File: src/rtl/lsu_pkg.sv
// Shared types and helpers for the load/store unit.
// Encodings follow the RV64 load/store funct3 field.
package lsu_pkg;

   localparam logic [2:0] F3_B  = 3'b000;
   localparam logic [2:0] F3_H  = 3'b001;
   localparam logic [2:0] F3_W  = 3'b010;
   localparam logic [2:0] F3_D  = 3'b011;
   localparam logic [2:0] F3_BU = 3'b100;
   localparam logic [2:0] F3_HU = 3'b101;
   localparam logic [2:0] F3_WU = 3'b110;

   typedef enum logic [1:0] {IDLE, RD, WR, RESP} state_t;

   // Access width in bytes; low two funct3 bits carry the size.
   function automatic logic [3:0] size_bytes(input logic [2:0] f3);
      logic [3:0] n;
      case (f3[1:0])
         2'b00:   n = 4'd1;
         2'b01:   n = 4'd2;
         2'b10:   n = 4'd4;
         default: n = 4'd8;
      endcase
      return n;
   endfunction

   // True when the byte offset is not a multiple of the access size.
   function automatic logic misaligned(input logic [2:0] f3,
                                       input logic [2:0] off);
      logic m;
      case (f3[1:0])
         2'b01:   m = off[0];
         2'b10:   m = |off[1:0];
         2'b11:   m = |off;
         default: m = 1'b0;
      endcase
      return m;
   endfunction

endpackage

File: src/rtl/lsu_byte_lane.sv
// Byte-lane steering: load extract/extend and store merge
// for sub-doubleword accesses on a 64-bit memory word.
module lsu_byte_lane
   import lsu_pkg::*;
(
   input  logic [2:0]  i_f3,
   input  logic [2:0]  i_off,
   input  logic [63:0] i_word,
   input  logic [63:0] i_wdata,
   output logic [63:0] o_load,
   output logic [63:0] o_merge
);

   logic [3:0]  w_size;
   logic [63:0] w_shift;
   logic [63:0] w_ins;
   logic [63:0] w_mask;
   logic [7:0]  w_lenmask;
   logic [7:0]  w_bmask;

   assign w_size    = size_bytes(i_f3);
   assign w_shift   = i_word >> {i_off, 3'b000};
   assign w_ins     = i_wdata << {i_off, 3'b000};
   assign w_lenmask = 8'((9'd1 << w_size) - 9'd1);
   assign w_bmask   = w_lenmask << i_off;

   // Pick the addressed field and sign/zero extend it.
   always_comb begin
      o_load = '0;
      case (i_f3)
         F3_B:    o_load = {{56{w_shift[7]}}, w_shift[7:0]};
         F3_H:    o_load = {{48{w_shift[15]}}, w_shift[15:0]};
         F3_W:    o_load = {{32{w_shift[31]}}, w_shift[31:0]};
         F3_D:    o_load = w_shift;
         F3_BU:   o_load = {56'd0, w_shift[7:0]};
         F3_HU:   o_load = {48'd0, w_shift[15:0]};
         F3_WU:   o_load = {32'd0, w_shift[31:0]};
         default: o_load = '0;
      endcase
   end

   // Expand the per-byte enable into a bit mask.
   always_comb begin
      w_mask = '0;
      for (int i = 0; i < 8; i++) begin
         w_mask[i*8 +: 8] = {8{w_bmask[i]}};
      end
   end

   assign o_merge = (i_word & ~w_mask) | (w_ins & w_mask);

endmodule

File: src/rtl/load_store_unit.sv
// Data-memory initiator: one request at a time, sub-doubleword
// stores done as read-modify-write on the 64-bit memory port.
module load_store_unit
   import lsu_pkg::*;
#(
   parameter int MEM_WORDS = 64
) (
   input  logic        clk,
   input  logic        rst_n,
   input  logic        req_valid,
   output logic        req_ready,
   input  logic        req_we,
   input  logic [2:0]  req_funct3,
   input  logic [63:0] req_addr,
   input  logic [63:0] req_wdata,
   output logic        resp_valid,
   output logic [63:0] resp_rdata,
   output logic        resp_err,
   output logic        mem_read,
   output logic        mem_write,
   output logic [63:0] mem_address,
   output logic [63:0] mem_write_data,
   input  logic [63:0] mem_read_data
);

   state_t      r_state;
   logic        r_we;
   logic [2:0]  r_f3;
   logic [63:0] r_addr;
   logic [63:0] r_wdata;
   logic [63:0] r_word;
   logic [63:0] r_rdata;
   logic        r_err;

   logic        w_err;
   logic        w_bad_f3;
   logic        w_range;
   logic [63:0] w_lane_word;
   logic [63:0] w_load;
   logic [63:0] w_merge;

   assign w_bad_f3 = req_we ? req_funct3[2] : (req_funct3 == 3'b111);
   assign w_range  = req_addr[63:3] >= 61'(MEM_WORDS);
   assign w_err    = w_bad_f3 | w_range
                   | misaligned(req_funct3, req_addr[2:0]);

   // RD extracts from the live memory word; WR merges into the saved one.
   assign w_lane_word = (r_state == RD) ? mem_read_data : r_word;

   lsu_byte_lane u_lane (
      .i_f3    (r_f3),
      .i_off   (r_addr[2:0]),
      .i_word  (w_lane_word),
      .i_wdata (r_wdata),
      .o_load  (w_load),
      .o_merge (w_merge)
   );

   assign req_ready      = (r_state == IDLE);
   assign resp_valid     = (r_state == RESP);
   assign resp_err       = (r_state == RESP) & r_err;
   assign resp_rdata     = r_rdata;
   assign mem_read       = (r_state == RD);
   assign mem_write      = (r_state == WR);
   assign mem_address    = {r_addr[63:3], 3'b000};
   assign mem_write_data = mem_write ? w_merge : '0;

   // Request sequencer: accept, optional read, optional write, respond.
   always_ff @(posedge clk or negedge rst_n) begin
      if (!rst_n) begin
         r_state <= IDLE;
         r_we    <= 1'b0;
         r_f3    <= '0;
         r_addr  <= '0;
         r_wdata <= '0;
         r_word  <= '0;
         r_rdata <= '0;
         r_err   <= 1'b0;
      end else begin
         case (r_state)
            IDLE: begin
               if (req_valid) begin
                  r_we    <= req_we;
                  r_f3    <= req_funct3;
                  r_addr  <= req_addr;
                  r_wdata <= req_wdata;
                  if (w_err) begin
                     r_err   <= 1'b1;
                     r_rdata <= '0;
                     r_state <= RESP;
                  end else if (req_we && req_funct3 == F3_D) begin
                     r_state <= WR;
                  end else begin
                     r_state <= RD;
                  end
               end
            end
            RD: begin
               if (r_we) begin
                  r_word  <= mem_read_data;
                  r_state <= WR;
               end else begin
                  r_rdata <= w_load;
                  r_err   <= 1'b0;
                  r_state <= RESP;
               end
            end
            WR: begin
               r_rdata <= '0;
               r_err   <= 1'b0;
               r_state <= RESP;
            end
            RESP: begin
               r_state <= IDLE;
            end
            default: begin
               r_state <= IDLE;
            end
         endcase
      end
   end

endmodule

File: config.mk
export PLATFORM = sky130hd
export DESIGN_NAME = load_store_unit
export DESIGN_NICKNAME = d
export VERILOG_FILES = /design/src/rtl/lsu_pkg.sv /design/src/rtl/lsu_byte_lane.sv /design/src/rtl/load_store_unit.sv
export SDC_FILE = /design/constraint.sdc
export NUM_CORES = 1
export LEC_CHECK = 0
export ABC_CLOCK_PERIOD_IN_PS = 6400
export CELL_PAD_IN_SITES_DETAIL_PLACEMENT = 1
export CELL_PAD_IN_SITES_GLOBAL_PLACEMENT = 1
export CORE_MARGIN = 5
export CORE_UTILIZATION = 30
export CTS_CLUSTER_DIAMETER = 100
export DETAILED_ROUTE_END_ITERATION = 12
export PLACE_DENSITY = 0.72
export SYNTH_ARGS = -nofsm -noshare
export SYNTH_HDL_FRONTEND = slang
export SYNTH_SLANG_ARGS = --single-unit
File: constraint.sdc
create_clock -name clk -period 6.4 [get_ports clk]
set_input_delay 0.96 -clock clk [delete_from_list [all_inputs] [get_ports clk]]
set_output_delay 0.96 -clock clk [all_outputs]
set_load 0.005 [all_outputs]
==> summary.txt, run 1 <==
Timing
  • Least-Margin Pin Slew: 1.21 ns
  • Max transition margin: 0.188
  • Clock skew: 0.0334 ns
  • # setup viols final: 0
  • Unrepaired setup endpoints after global routing: false
  • Slew Limit Fails: 0
  • Hold Fails Final Rpt: 0
  • Fin Setup TNS: 0 ns
  • Final worst slack: 1.64 ns
  • Crit path time final: 4.76 ns
  • Fin crit share: 0.744
  • Achievable frequency: 210 MHz

Pwr
  • Power per cell area: 596 nW/µm²
  • VDD IR max: 0.238 mV
  • Cell leakage power: 8.93 nW

Logic synthesis
  • Ys Warns: 0
  • EDFF count, synth: 0
  • Synthesized area per cell: 11.0 µm²
  • Syn Inst Count: 1,535
  • Async set-reset flop share out of synthesis: 1.00
  • Post-synth top flop: dfrtp_1
  • Area of the mapped netlist: 16,900 µm²
  • Seq/Total Area, Yosys: 0.390
  • Synthesized flop and latch total: 263
  • Synth cell types: 64

Setup path
  • Arrival time worst endpoint: 3.80 ns
  • Setup crit start kind: register
  • Crit. Startpoint: r_state[1]
  • Critical Path End Type: output port
  • Capturing point of the worst reg2reg path: resp_rdata[50]
  • Critical path class: register to output port
  • Reg2reg start: r_addr[0]
  • Crit Path Max Fanout: 41
  • Reg2Reg Setup Slack: 2.25 ns
  • R2R depth: 7
  • Worst EP required: 5.44 ns

CTS
  • Post_cts resized: 0
  • Deepest clock path buffer count: 3
  • Inserted Clock Buffers: 35
  • CTS tree: built
  • Clock H-tree levels: 2
  • Worst-path clk slew: 0.06 ns
  • Sink Count: 263
  • Root Buffer Master: clkbuf_16
  • Postcts setup bufs: 0
  • Clk Latency, worst-skew pair: 0.56 ns
  • CTS Hold Bufs: 0

Global route
  • First-pass GRT wire length: 100 mm
  • Vias in the first global route: 14,700
  • Largest net degree at the start of global routing: 77
  • Gr usage total: 0.216
  • Initial antenna violation count: 15
  • Most used routing layer: met2
  • GR Layer Usage met3: 0.0487
  • GR Layer Usage met2: 0.337
  • M1 GR Usage: 0.295
  • Remaining Overflow, GRT: 0

Route
  • DRT Wirelength: 68.5 mm
  • Post-DR wirelength/cell: 26.5 µm
  • Total iterations of the first detailed-routing run: 6
  • Initial DRC count: 1,038
  • Via count: 14,000
  • Final ANT Viol Nets: 0
  • Via-to-Cell Ratio: 5.43
  • DR DRC count: 0

Placement
  • Gpl congestion: 0.885
  • IO Port Bufs: 392
  • Pre-CTS setup slack: 2.28 ns
  • Post-DP HPWL: 52.6 mm

Die
  • Die W: 247 µm
  • DIE HEIGHT: 247 µm
  • Initial Utilization: 0.301
  • Boundary Pins: 396
  • Core Footprint: 56,100 µm²
  • Die area: 61,100 µm²
  • Rows: 87

Finish
  • Fin nets: 1,999
  • Fill count: 6,129
  • Syn-to-layout area delta: 30.1%
  • Layout cell share with drive strength beyond 1: 0.218

Flow run
  • Max_cap viols: 0

Hold path
  • Hold Path Class: input pin to async pin

Outcome
  • Status: complete, no violations
-- flip-flops by register name, indices dropped and copies added, names as in the netlist --
name and cells:
r_addr 64, r_wdata 64, r_word 64, resp_rdata 64, r_f3 3, r_state 2
r_err 1, r_we 1
-- worst max-delay path by stage --
stage | endpoint | slack (ns)
after CTS | mem_write_data[23] | 1.67
final | mem_write_data[8] | 1.64
after global placement | mem_write_data[15] | 2.30
after detailed placement | mem_write_data[8] | 2.28
after floorplan | mem_write_data[37] | 3.16
after global routing | mem_write_data[17] | 1.43
-- synth_stat cells (6+ instances only) --
master	number	area, µm²
dfrtp_1	263	6580
mux2_2	231	2600
nand2_1	172	646
mux2i_1	124	1240
buf_4	84	631
mux4_2	64	1440
o21ai_1	51	255
o21ai_0	45	225
nor3_1	44	220
buf_2	43	215
clkbuf_1	42	158
o211a_1	39	390
nor2_1	37	139
a21oi_1	36	180
a211oi_1	28	210
nor2b_1	25	156
nor4_1	25	156
and3_1	18	113
buf_6	12	135
buf_1	11	41.3
a22oi_1	10	75.1
o311a_1	9	90.1
o31ai_1	9	67.6
nand2b_1	8	50.1
o211ai_1	8	60.1
o221ai_1	8	70.1
a221oi_1	7	61.3
and2_1	6	37.5
nand3_1	6	30.0
-- area by class of cell --
cell class | instances | area (µm²) | area share
antenna | 9 | 22.5 | 0.00103
clock inverter | 13 | 119 | 0.00541
multi-input combinational | 1077 | 9140 | 0.416
clock buffer | 48 | 1010 | 0.0462
tap | 756 | 946 | 0.0431
inverter | 4 | 15.0 | 0.000684
sequential | 263 | 6590 | 0.300
timing repair buffer | 415 | 4100 | 0.187
-- kinds of logic (layout without fill, tap and decap cells) --
group,count (synthesis),count (layout),synth area share
muxes,421,421,0.315
and+or+nand+nor,364,364,0.102
AOI/OAI and AO/OA,285,285,0.119
DFF,263,263,0.390
buffers and inverters,197,480,0.0713
adders and majority gates,4,4,0.00297
other,1,12,0.000222
-- power by group --
group	switching, mW	internal (mW)	leakage (nW)	total (mW)
Clock	0.797	1.15	0.564	1.95
Combinational	3.96	3.75	5.15	7.71
Sequential	0.981	2.45	3.22	3.44
Total	5.73	7.36	8.93	13.1
-- metal layers --
metal,vias to the layer above,part of all wire
met4,14,0.035
met3,119,0.067
met5,-,0.0012
li1,6220,-
met1,7191,0.43
met2,500,0.46
-- metrics by stage --
stage,power [mW],instance area (µm²),hold slack [ns],instances,utilization
6_report,13.1,22000,0.367,2585,0.392
5_1_grt,13.8,21900,0.400,2582,0.391
4_1_cts,13.1,21900,0.373,2576,0.391
3_5_place_dp,11.1,20800,0.475,2515,0.371
3_3_place_gp,10.9,20800,0.462,2515,0.371
2_1_floorplan,8.09,16900,0.442,1537,-
-- critical path, stage by stage (launching register included) --
cell and delay [ns]:
dfrtp_1 0.42, inv_1 0.13, ha_4 0.61, buf_4 0.48, mux2i_1 0.77, nand2_1 0.11, and3_1 0.24, clkdlybuf4s50_1 0.46
-- cells in the final DEF (no fill, tap or decap), drive strengths merged, types with 3 or more instances in the layout --
master	Yosys	layout
nand2b	8	8
a211oi	28	28
a22o	5	5
a221oi	7	7
o21ai	97	97
nor4b	4	4
o221ai	8	8
a22oi	10	10
nor4	25	25
nor2b	25	25
a21oi	37	37
inv	4	4
o211a	39	39
and3	18	18
and2	6	6
nor2	37	37
dfrtp	263	263
buf	150	24
conb	1	3
nand2	173	173
mux4	64	64
o22ai	4	4
nand3	6	6
nand4	5	5
mux2i	124	124
o211ai	8	8
o32ai	4	4
a2111oi	11	11
clkinv	0	11
clkdlybuf4s50	0	391
ha	4	4
diode	0	9
mux2	233	233
o31ai	9	9
clkbuf	43	48
nor3	45	45
o311a	9	9
or2	4	4
Power figures use the tool's default switching activity.
==> run 2: changes to the inputs <==
Settings changed: ABC_CLOCK_PERIOD_IN_PS 6400 to 3950, PLACE_DENSITY 0.72 to 0.75.
Clock period 6.4 ns to 3.95 ns, I/O delays scaled along.
==> run 2 against run 1 <==
Die area stayed put. Largest power group unchanged. Utilization is 0.53 points higher. Sequential cell count stayed put. Critical path type unchanged. Cell area is 1.4% higher. Clock-buffer cell count is 3 lower. Routed wire length is 0.89% lower. Sequential power is 56% higher.
==> summary.txt, run 2 (synthesized netlist as in run 1, its figures left out) <==
Setup path
  • Reg2reg start: r_addr[0]
  • Crit. Startpoint: r_addr[2]
  • Crit Path Max Fanout: 52
  • Arrival time worst endpoint: 3.22 ns
  • Worst EP required: 3.36 ns
  • Critical path class: register to output port
  • Critical Path End Type: output port
  • Setup crit start kind: register

Timing
  • Fin crit share: 0.965
  • Unrepaired setup endpoints after global routing: false
  • # setup viols final: 0
  • Least-Margin Pin Slew: 1.22 ns
  • Hold Fails Final Rpt: 0
  • Clock skew: 0.0137 ns
  • Crit path time final: 3.81 ns
  • Max transition margin: 0.183
  • Achievable frequency: 262 MHz
  • Fin Setup TNS: 0 ns
  • Min Hold Slack: 0.0309 ns
  • Slew Limit Fails: 0

Route
  • Final ANT Viol Nets: 0
  • Total iterations of the first detailed-routing run: 5
  • Post-DR wirelength/cell: 26.0 µm
  • Via-to-Cell Ratio: 5.37
  • DR DRC count: 0
  • Via count: 14,000
  • DRT Wirelength: 67.9 mm
  • Initial DRC count: 1,018

Global route
  • First-pass GRT wire length: 100 mm
  • Vias in the first global route: 14,600
  • Initial antenna violation count: 11
  • Remaining Overflow, GRT: 0
  • Largest net degree at the start of global routing: 86
  • Gr usage total: 0.215

Die
  • Initial Utilization: 0.301
  • Boundary Pins: 396
  • Die W: 247 µm
  • Core Footprint: 56,100 µm²
  • Die area: 61,100 µm²
  • Rows: 87
  • DIE HEIGHT: 247 µm

Finish
  • Fill count: 6,112
  • Syn-to-layout area delta: 31.9%
  • Layout cell share with drive strength beyond 1: 0.228
  • Fin nets: 2,023
  • Commonest non-fill, non-tap cells in the layout: clkdlybuf4s50_1, dfrtp_1, mux2_2, nand2_1, mux2i_1
  • Commonest non-fill, non-tap cell in the layout: clkdlybuf4s50_1

Pwr
  • Clk pwr share: 0.149
  • Sequential share of power: 0.249
  • Combinational power share: 0.601
  • Pint: 12.2 mW
  • Switching share of power: 0.431
  • Cell leakage power: 9.08 nW
  • Net Sw Power: 9.25 mW
  • VDD IR max: 0.359 mV
  • Power per cell area: 965 nW/µm²

CTS
  • Clock H-tree levels: 2
  • Inserted Clock Buffers: 35
  • Worst-path clk slew: 0.06 ns
  • Root Buffer Master: clkbuf_16
  • Clk Latency, worst-skew pair: 0.54 ns
  • CTS tree: built
  • Sink Count: 263
  • Deepest clock path buffer count: 3

Placement
  • Post-DP HPWL: 52.4 mm
  • Gpl congestion: 0.928
  • IO Port Bufs: 392

Hold path
  • Hold Path Class: input pin to async pin

Flow run
  • Max_cap viols: 0

Outcome
  • Status: complete, no violations
[run 2: routing by layer]
| metal | wire [µm] | vias up | track usage |
|---|---|---|---|
| met5 | 54 | - | 0 |
| met4 | 1780 | 8 | 0.0601 |
| met3 | 4850 | 76 | 0.0533 |
| met2 | 31600 | 481 | 0.340 |
| met1 | 29700 | 7190 | 0.294 |
| li1 | - | 6267 | - |
[run 2: repair_timing]
action                     CTS  global route
setup endpoints to repair    0             4
setup buffers                0             1
gates resized for setup      0             2
hold buffers                 0             0
[run 2: worst paths after layout]
check / endpoint / slack (ns) / cells past startpoint
max: mem_write_data[47] / 0.14 / 5
min: r_word[55] / 0.03 / 1
max reg2reg: resp_rdata[53] / 0.56 / 8
min reg2reg: resp_rdata[8] / 0.48 / 2
max in group asynchronous: r_word[44] / 2.87 / 2
min in group clk: resp_rdata[8] / 0.48 / 2
[run 2: per-stage QoR]
step	worst slack, ns	instances	utilization	area [µm²]	power [mW]
CTS	0.0502	2600	0.396	22200	21.5
detailed placement	0.542	2538	0.376	21100	18.1
floorplan	1.08	1537	-	16900	13.1
finish	0.140	2609	0.397	22300	21.5
global route	0.000334	2605	0.397	22200	22.7
global placement	0.603	2538	0.376	21100	17.7
[run 2: power by group through the flow]
stage / logic [mW] / registers [mW] / clock network, mW
2_1_floorplan: 8.41 / 4.70 / 0
3_3_place_gp: 12.5 / 5.25 / 0
3_5_place_dp: 12.7 / 5.38 / 0
4_1_cts: 12.8 / 5.35 / 3.31
5_1_grt: 13.8 / 5.51 / 3.42
6_report: 12.9 / 5.36 / 3.20
[run 2: area by class of cell]
| class | instances | area, µm² | share of cell area |
|---|---|---|---|
| multi-input cells | 1077 | 9150 | 0.411 |
| flip-flops and latches | 263 | 6590 | 0.296 |
| repair buffers | 439 | 4390 | 0.197 |
| clock buffers | 45 | 953 | 0.0428 |
| diodes | 8 | 20.0 | 0.000900 |
| well taps | 756 | 946 | 0.0425 |
| inverters | 4 | 15.0 | 0.000675 |
| clock inverters | 17 | 186 | 0.00838 |
[run 2: critical path: stages, from the launching register on]
cell and delay (ns):
dfrtp_4 0.86, nor2_1 0.15, a211o_1 0.59, a221o_1 0.37, and3_1 0.22, clkdlybuf4s50_1 0.46
